`src/rtl/serpent_xts_tweak_stage.sv`:
```
// XTS tweak whitening around a Serpent decrypt core: pre/post XOR with T and
// alpha-multiplication of T per block, one block in flight.
module serpent_xts_tweak_stage #(
    parameter int unsigned BLOCKS_PER_SECTOR = 32,
    parameter int unsigned TIMEOUT_CYCLES    = 64
) (
    input  logic         i_clk,
    input  logic         i_rstn,
    input  logic         i_sector_start,
    input  logic [127:0] i_tweak,
    input  logic         i_in_valid,
    output logic         o_in_ready,
    input  logic [127:0] i_in_data,
    output logic         o_out_valid,
    input  logic         i_out_ready,
    output logic [127:0] o_out_data,
    output logic         o_core_rstn,
    output logic         o_core_en,
    output logic [127:0] o_core_data,
    input  logic [127:0] i_core_data,
    input  logic         i_core_valid,
    output logic [7:0]   o_block_cnt,
    output logic         o_error
);

    localparam int unsigned TmoW = $clog2(TIMEOUT_CYCLES + 1);

    typedef enum logic [2:0] {StNoTweak, StReady, StClr, StLaunch, StWait, StOut} state_e;

    state_e          state_q, state_d;
    logic [127:0]    tweak_q, tweak_d;
    logic            in_ready_q, in_ready_d;
    logic            out_valid_q, out_valid_d;
    logic [127:0]    out_data_q, out_data_d;
    logic            core_rstn_q, core_rstn_d;
    logic            core_en_q, core_en_d;
    logic [127:0]    core_data_q, core_data_d;
    logic [7:0]      block_cnt_q, block_cnt_d;
    logic            error_q, error_d;
    logic [TmoW-1:0] tmo_q, tmo_d;

    logic       in_hs, out_hs, tmo_hit, last_blk;
    logic [7:0] cnt_inc;

    // in_ready is only ever high in StReady, so it doubles as the state qualifier
    assign in_hs    = i_in_valid & in_ready_q;
    assign out_hs   = out_valid_q & i_out_ready;
    assign tmo_hit  = (tmo_q == TmoW'(TIMEOUT_CYCLES - 1));
    assign cnt_inc  = block_cnt_q + 8'd1;
    assign last_blk = (cnt_inc == 8'(BLOCKS_PER_SECTOR));

    always_ff @(posedge i_clk or negedge i_rstn) begin
        if (!i_rstn) begin
            state_q     <= StNoTweak;
            tweak_q     <= '0;
            in_ready_q  <= 1'b0;
            out_valid_q <= 1'b0;
            out_data_q  <= '0;
            core_rstn_q <= 1'b1;
            core_en_q   <= 1'b0;
            core_data_q <= '0;
            block_cnt_q <= '0;
            error_q     <= 1'b0;
            tmo_q       <= '0;
        end else begin
            state_q     <= state_d;
            tweak_q     <= tweak_d;
            in_ready_q  <= in_ready_d;
            out_valid_q <= out_valid_d;
            out_data_q  <= out_data_d;
            core_rstn_q <= core_rstn_d;
            core_en_q   <= core_en_d;
            core_data_q <= core_data_d;
            block_cnt_q <= block_cnt_d;
            error_q     <= error_d;
            tmo_q       <= tmo_d;
        end
    end

    always_comb begin
        state_d = state_q;
        unique case (state_q)
            StNoTweak: if (i_sector_start) state_d = StReady;
            StReady:   if (in_hs) state_d = StClr;
            StClr:     state_d = StLaunch;
            StLaunch:  state_d = StWait;
            StWait: begin
                if (i_core_valid) state_d = StOut;
                else if (tmo_hit) state_d = StNoTweak;
            end
            StOut:     if (out_hs) state_d = last_blk ? StNoTweak : StReady;
            default:   state_d = StNoTweak;
        endcase
    end

    always_comb begin
        tweak_d     = tweak_q;
        out_data_d  = out_data_q;
        core_data_d = core_data_q;
        block_cnt_d = block_cnt_q;
        error_d     = error_q;
        tmo_d       = tmo_q;
        in_ready_d  = (state_d == StReady);
        out_valid_d = (state_d == StOut);
        core_rstn_d = (state_d != StClr);
        core_en_d   = (state_d == StWait);
        unique case (state_q)
            StNoTweak: begin
                if (i_sector_start) begin
                    tweak_d     = i_tweak;
                    block_cnt_d = '0;
                end
            end
            StReady: begin
                // A handshake in the same cycle as a sector start takes priority
                if (in_hs) begin
                    core_data_d = i_in_data ^ tweak_q;
                end else if (i_sector_start) begin
                    tweak_d     = i_tweak;
                    block_cnt_d = '0;
                end
            end
            StLaunch: tmo_d = '0;
            StWait: begin
                tmo_d = tmo_q + TmoW'(1);
                if (i_core_valid) begin
                    out_data_d = i_core_data ^ tweak_q;
                end else if (tmo_hit) begin
                    error_d = 1'b1;
                end
            end
            StOut: begin
                if (out_hs) begin
                    tweak_d     = {tweak_q[126:0], 1'b0} ^ {120'b0, 8'h87 & {8{tweak_q[127]}}};
                    block_cnt_d = cnt_inc;
                end
            end
            default: ;
        endcase
    end

    assign o_in_ready  = in_ready_q;
    assign o_out_valid = out_valid_q;
    assign o_out_data  = out_data_q;
    assign o_core_rstn = core_rstn_q;
    assign o_core_en   = core_en_q;
    assign o_core_data = core_data_q;
    assign o_block_cnt = block_cnt_q;
    assign o_error     = error_q;

endmodule

```
`config.mk`:
```
export PLATFORM = sky130hd
export DESIGN_NAME = serpent_xts_tweak_stage
export DESIGN_NICKNAME = d
export VERILOG_FILES = /design/src/rtl/serpent_xts_tweak_stage.sv
export SDC_FILE = /design/constraint.sdc
export NUM_CORES = 1
export LEC_CHECK = 0
export ABC_AREA = 1
export CELL_PAD_IN_SITES_DETAIL_PLACEMENT = 0
export CELL_PAD_IN_SITES_GLOBAL_PLACEMENT = 2
export CORE_AREA = 3 3 260 262
export CTS_BUF_LIST = sky130_fd_sc_hd__clkbuf_16
export DETAILED_ROUTE_END_ITERATION = 6
export DIE_AREA = 0 0 263 265
export GPL_TIMING_DRIVEN = 1
export PLACE_DENSITY = 0.86
export SYNTH_ARGS = -nofsm -noshare
export SYNTH_HDL_FRONTEND = slang
export SYNTH_SLANG_ARGS = --single-unit
```
`constraint.sdc`:
```
create_clock -name i_clk -period 2.47 [get_ports i_clk]
set_input_delay 0.741 -clock i_clk [delete_from_list [all_inputs] [get_ports i_clk]]
set_output_delay 0.741 -clock i_clk [all_outputs]
set_load 0.005 [all_outputs]
```
==> flow_summary.json <==
{
  "crit_family": "buffers and inverters",
  "critPathCaptureType": "output pin",
  "worstRegToRegCells": 8,
  "postCtsSetupBuffers": 0,
  "cts.path.max_buffers": 3,
  "worst_pin_slew_ps": 774,
  "dr_total_vias": 15752,
  "numCtsBuffers": 50,
  "cp.required_ps": 1730,
  "ys_ff_latch": 407,
  "io_buffers": 658,
  "grt_pass1_vias": 16217,
  "grt_overflow": 0,
  "wl_per_cell_um": 19.9,
  "first_iter_violations": 833,
  "fp.dieW_um": 263,
  "outcome": "finished, final reports clean",
  "worst-setup-path-type": "flip-flop to output pin",
  "fin_area_um2": 28900,
  "hpwl_um": 54300,
  "final-max-slew-violation-count": 0,
  "start_util_pct": 29.9,
  "path_depth": 1,
  "ios": 659,
  "place_ws_ps": -120,
  "clock_skew_ps": 18.1,
  "route.detailed.drc": 0,
  "drive_above_1_share_pct": 14.5,
  "clock_latency_ps": 580,
  "cts_tree": "done",
  "leakagePower_nw": 12.0,
  "ant_nets": 0,
  "cp.arrival_ps": 1620,
  "cts-root-buf": "clkbuf_16",
  "crit_path_cell_trace": "clkdlybuf4s50_1",
  "synth_cells": 1938,
  "post-route-util_pct": 44.1,
  "max_stage_delay_ps": 560,
  "syn2layout_area_growth_pct": 47.2,
  "finalNetCount": 2986,
  "path_max_fanout": 6,
  "dr.pass1.iters": 5,
  "grt_max_degree": 117,
  "setup_viol": 0,
  "via_per_inst": 4.49,
  "finalHoldViolCount": 0,
  "period_minus_slack_ps": 2360,
  "clock_sinks": 407,
  "fp.dieH_um": 265,
  "coreArea_um2": 65600,
  "h-tree-depth": 2,
  "dp.cells": 3405,
  "place_area_um2": 27400,
  "grt_use_total_pct": 19.5,
  "yosysSeqAreaShare_pct": 51.8,
  "power.density_nw_per_um2": 1240,
  "placementRows": 94,
  "worst_path_max_delay_cell": "clkdlybuf4s50_1",
  "synth.avg_cell_area_um2": 10.1,
  "total_power_mw": 35.9,
  "fillers": 6216,
  "synth_cell_types": 31,
  "antenna_found_initial": 29,
  "grt_pass1_wl_um": 104000,
  "syn_area_um2": 19600,
  "timing.hold.ws_ps": 108,
  "die_area_um2": 69700,
  "yosysWarnings": 0,
  "worst_slack_ps": 112,
  "setup-tns-final_ps": 0,
  "syn_nets": 2331,
  "maxCapViolations": 0,
  "routed_wl_um": 69700,
  "fin_crit_sh_pct": 95.5,
  "rsz0062_at_grt": "no",
  "fmax_mhz": 424,
  "gp_congestion": 0.874,
  "cp.buffers_inverters": 1,
  "final_cells": 3512,
  "hp-class": "primary input to async pin",
  "ir_drop_mv": 0.828,
  "slew_headroom_pct": 48.4,
  "start_kind": "flip-flop",
  "clk_transition_reported_paths_ps": 60
}
[layer usage]
metal  routed length [µm]  global-route usage [%]  up-vias
met4                 1810                    7.03       12
li1                     -                       -     7698
met2                36000                    33.8      388
met5                   79                       0        -
met1                28100                    23.6     7541
met3                 3730                    4.52      113
[cell usage in the layout (no fill, tap or decap), types with 7 or more instances in the layout]
master           count
clkdlybuf4s50_1    656
nand2_1            428
dfrtp_1            405
xnor2_1            260
o21ai_0            259
inv_1              157
o211ai_2           123
o21ai_2            123
clkbuf_16           51
buf_4               36
diode_2             22
buf_12              21
nor2_1              18
o21ai_1             16
nand3_1             14
clkinv_1            11
clkinv_2             7
[cells by family (layout without fill, tap and decap cells)]
| group | after synthesis | count (layout) | share of synthesized area (%) |
|---|---|---|---|
| buf+inv | 263 | 951 | 6.16 |
| compound gates | 534 | 534 | 20.8 |
| xor+xnor | 261 | 261 | 11.6 |
| fa+ha+maj | 3 | 3 | 0.191 |
| simple gates | 470 | 470 | 9.34 |
| other cells | 0 | 22 | 0 |
| flops | 407 | 407 | 51.8 |
[area by class of cell]
class / instances / area [µm²] / share of cell area (%)
Inverter: 151 / 579 / 2.00
Clock inverter: 34 / 206 / 0.714
Clock buffer: 51 / 1280 / 4.41
Sequential cell: 407 / 10200 / 35.2
Tap cell: 864 / 1080 / 3.74
Multi-Input combinational cell: 1268 / 8260 / 28.6
Timing Repair Buffer: 715 / 7280 / 25.2
Antenna cell: 22 / 55.1 / 0.190
[path summary, 6_finish.rpt]
check	startpoint	endpoint	slack [ps]
setup / recovery	o_block_cnt[1]$_DFFE_PN0P_	o_block_cnt[1]	110
hold / removal	i_rstn	tweak_q[84]$_DFFE_PN0P_	110
setup reg to reg	state_q[1]$_DFF_PN0_	tweak_q[23]$_DFFE_PN0P_	430
hold reg to reg	o_core_data[82]$_DFFE_PN0P_	o_core_data[82]$_DFFE_PN0P_	480
max in group asynchronous	i_rstn	tweak_q[26]$_DFFE_PN0P_	1670
min in group i_clk	o_core_data[82]$_DFFE_PN0P_	o_core_data[82]$_DFFE_PN0P_	480
[Yosys cell counts]
library cell / count / share of area, %
nand3_4: 1 / 0.089
buf_8: 14 / 1.1
ha_1: 3 / 0.19
o22ai_1: 5 / 0.16
o21a_1: 2 / 0.076
a21oi_1: 3 / 0.076
o21ai_2: 123 / 5.5
nand4_1: 2 / 0.064
dfstp_2: 1 / 0.13
nor2_8: 1 / 0.10
inv_1: 147 / 2.8
o21ai_0: 259 / 6.6
nand3_1: 14 / 0.36
nand2_1: 429 / 8.2
inv_2: 4 / 0.076
buf_4: 4 / 0.15
nor2_1: 18 / 0.34
a21oi_2: 1 / 0.045
buf_2: 29 / 0.74
nor2_2: 1 / 0.032
dfrtp_1: 406 / 52
nor3_1: 3 / 0.076
o211ai_2: 123 / 7.8
nor3_4: 1 / 0.083
xnor2_1: 260 / 12
o21ai_1: 16 / 0.41
o21bai_1: 1 / 0.038
clkbuf_1: 63 / 1.2
buf_6: 2 / 0.11
o211ai_4: 1 / 0.11
xor2_1: 1 / 0.045
[where the power goes]
part           switching (mW)  internal [mW]  leakage [nW]
logic                    8.10           8.50          6.11
registers                2.78           9.73          5.10
clock network            2.90           3.91         0.764
[state kept, by name, summed over array words and instances (netlist names)]
signal / count
o_core_data: 128
o_out_data: 128
tweak_q: 128
o_block_cnt: 8
tmo_q: 7
state_q: 3
o_core_en: 1
o_core_rstn: 1
o_error: 1
o_in_ready: 1
o_out_valid: 1
[repair_timing]
item                                    4_1_cts  5_1_grt
endpoints found under the hold margin         0        0
endpoints found under the setup margin        1        1
hold buffers                                  0        0
resized for setup                             1        1
No activity file was read; power rests on OpenSTA's default activity.
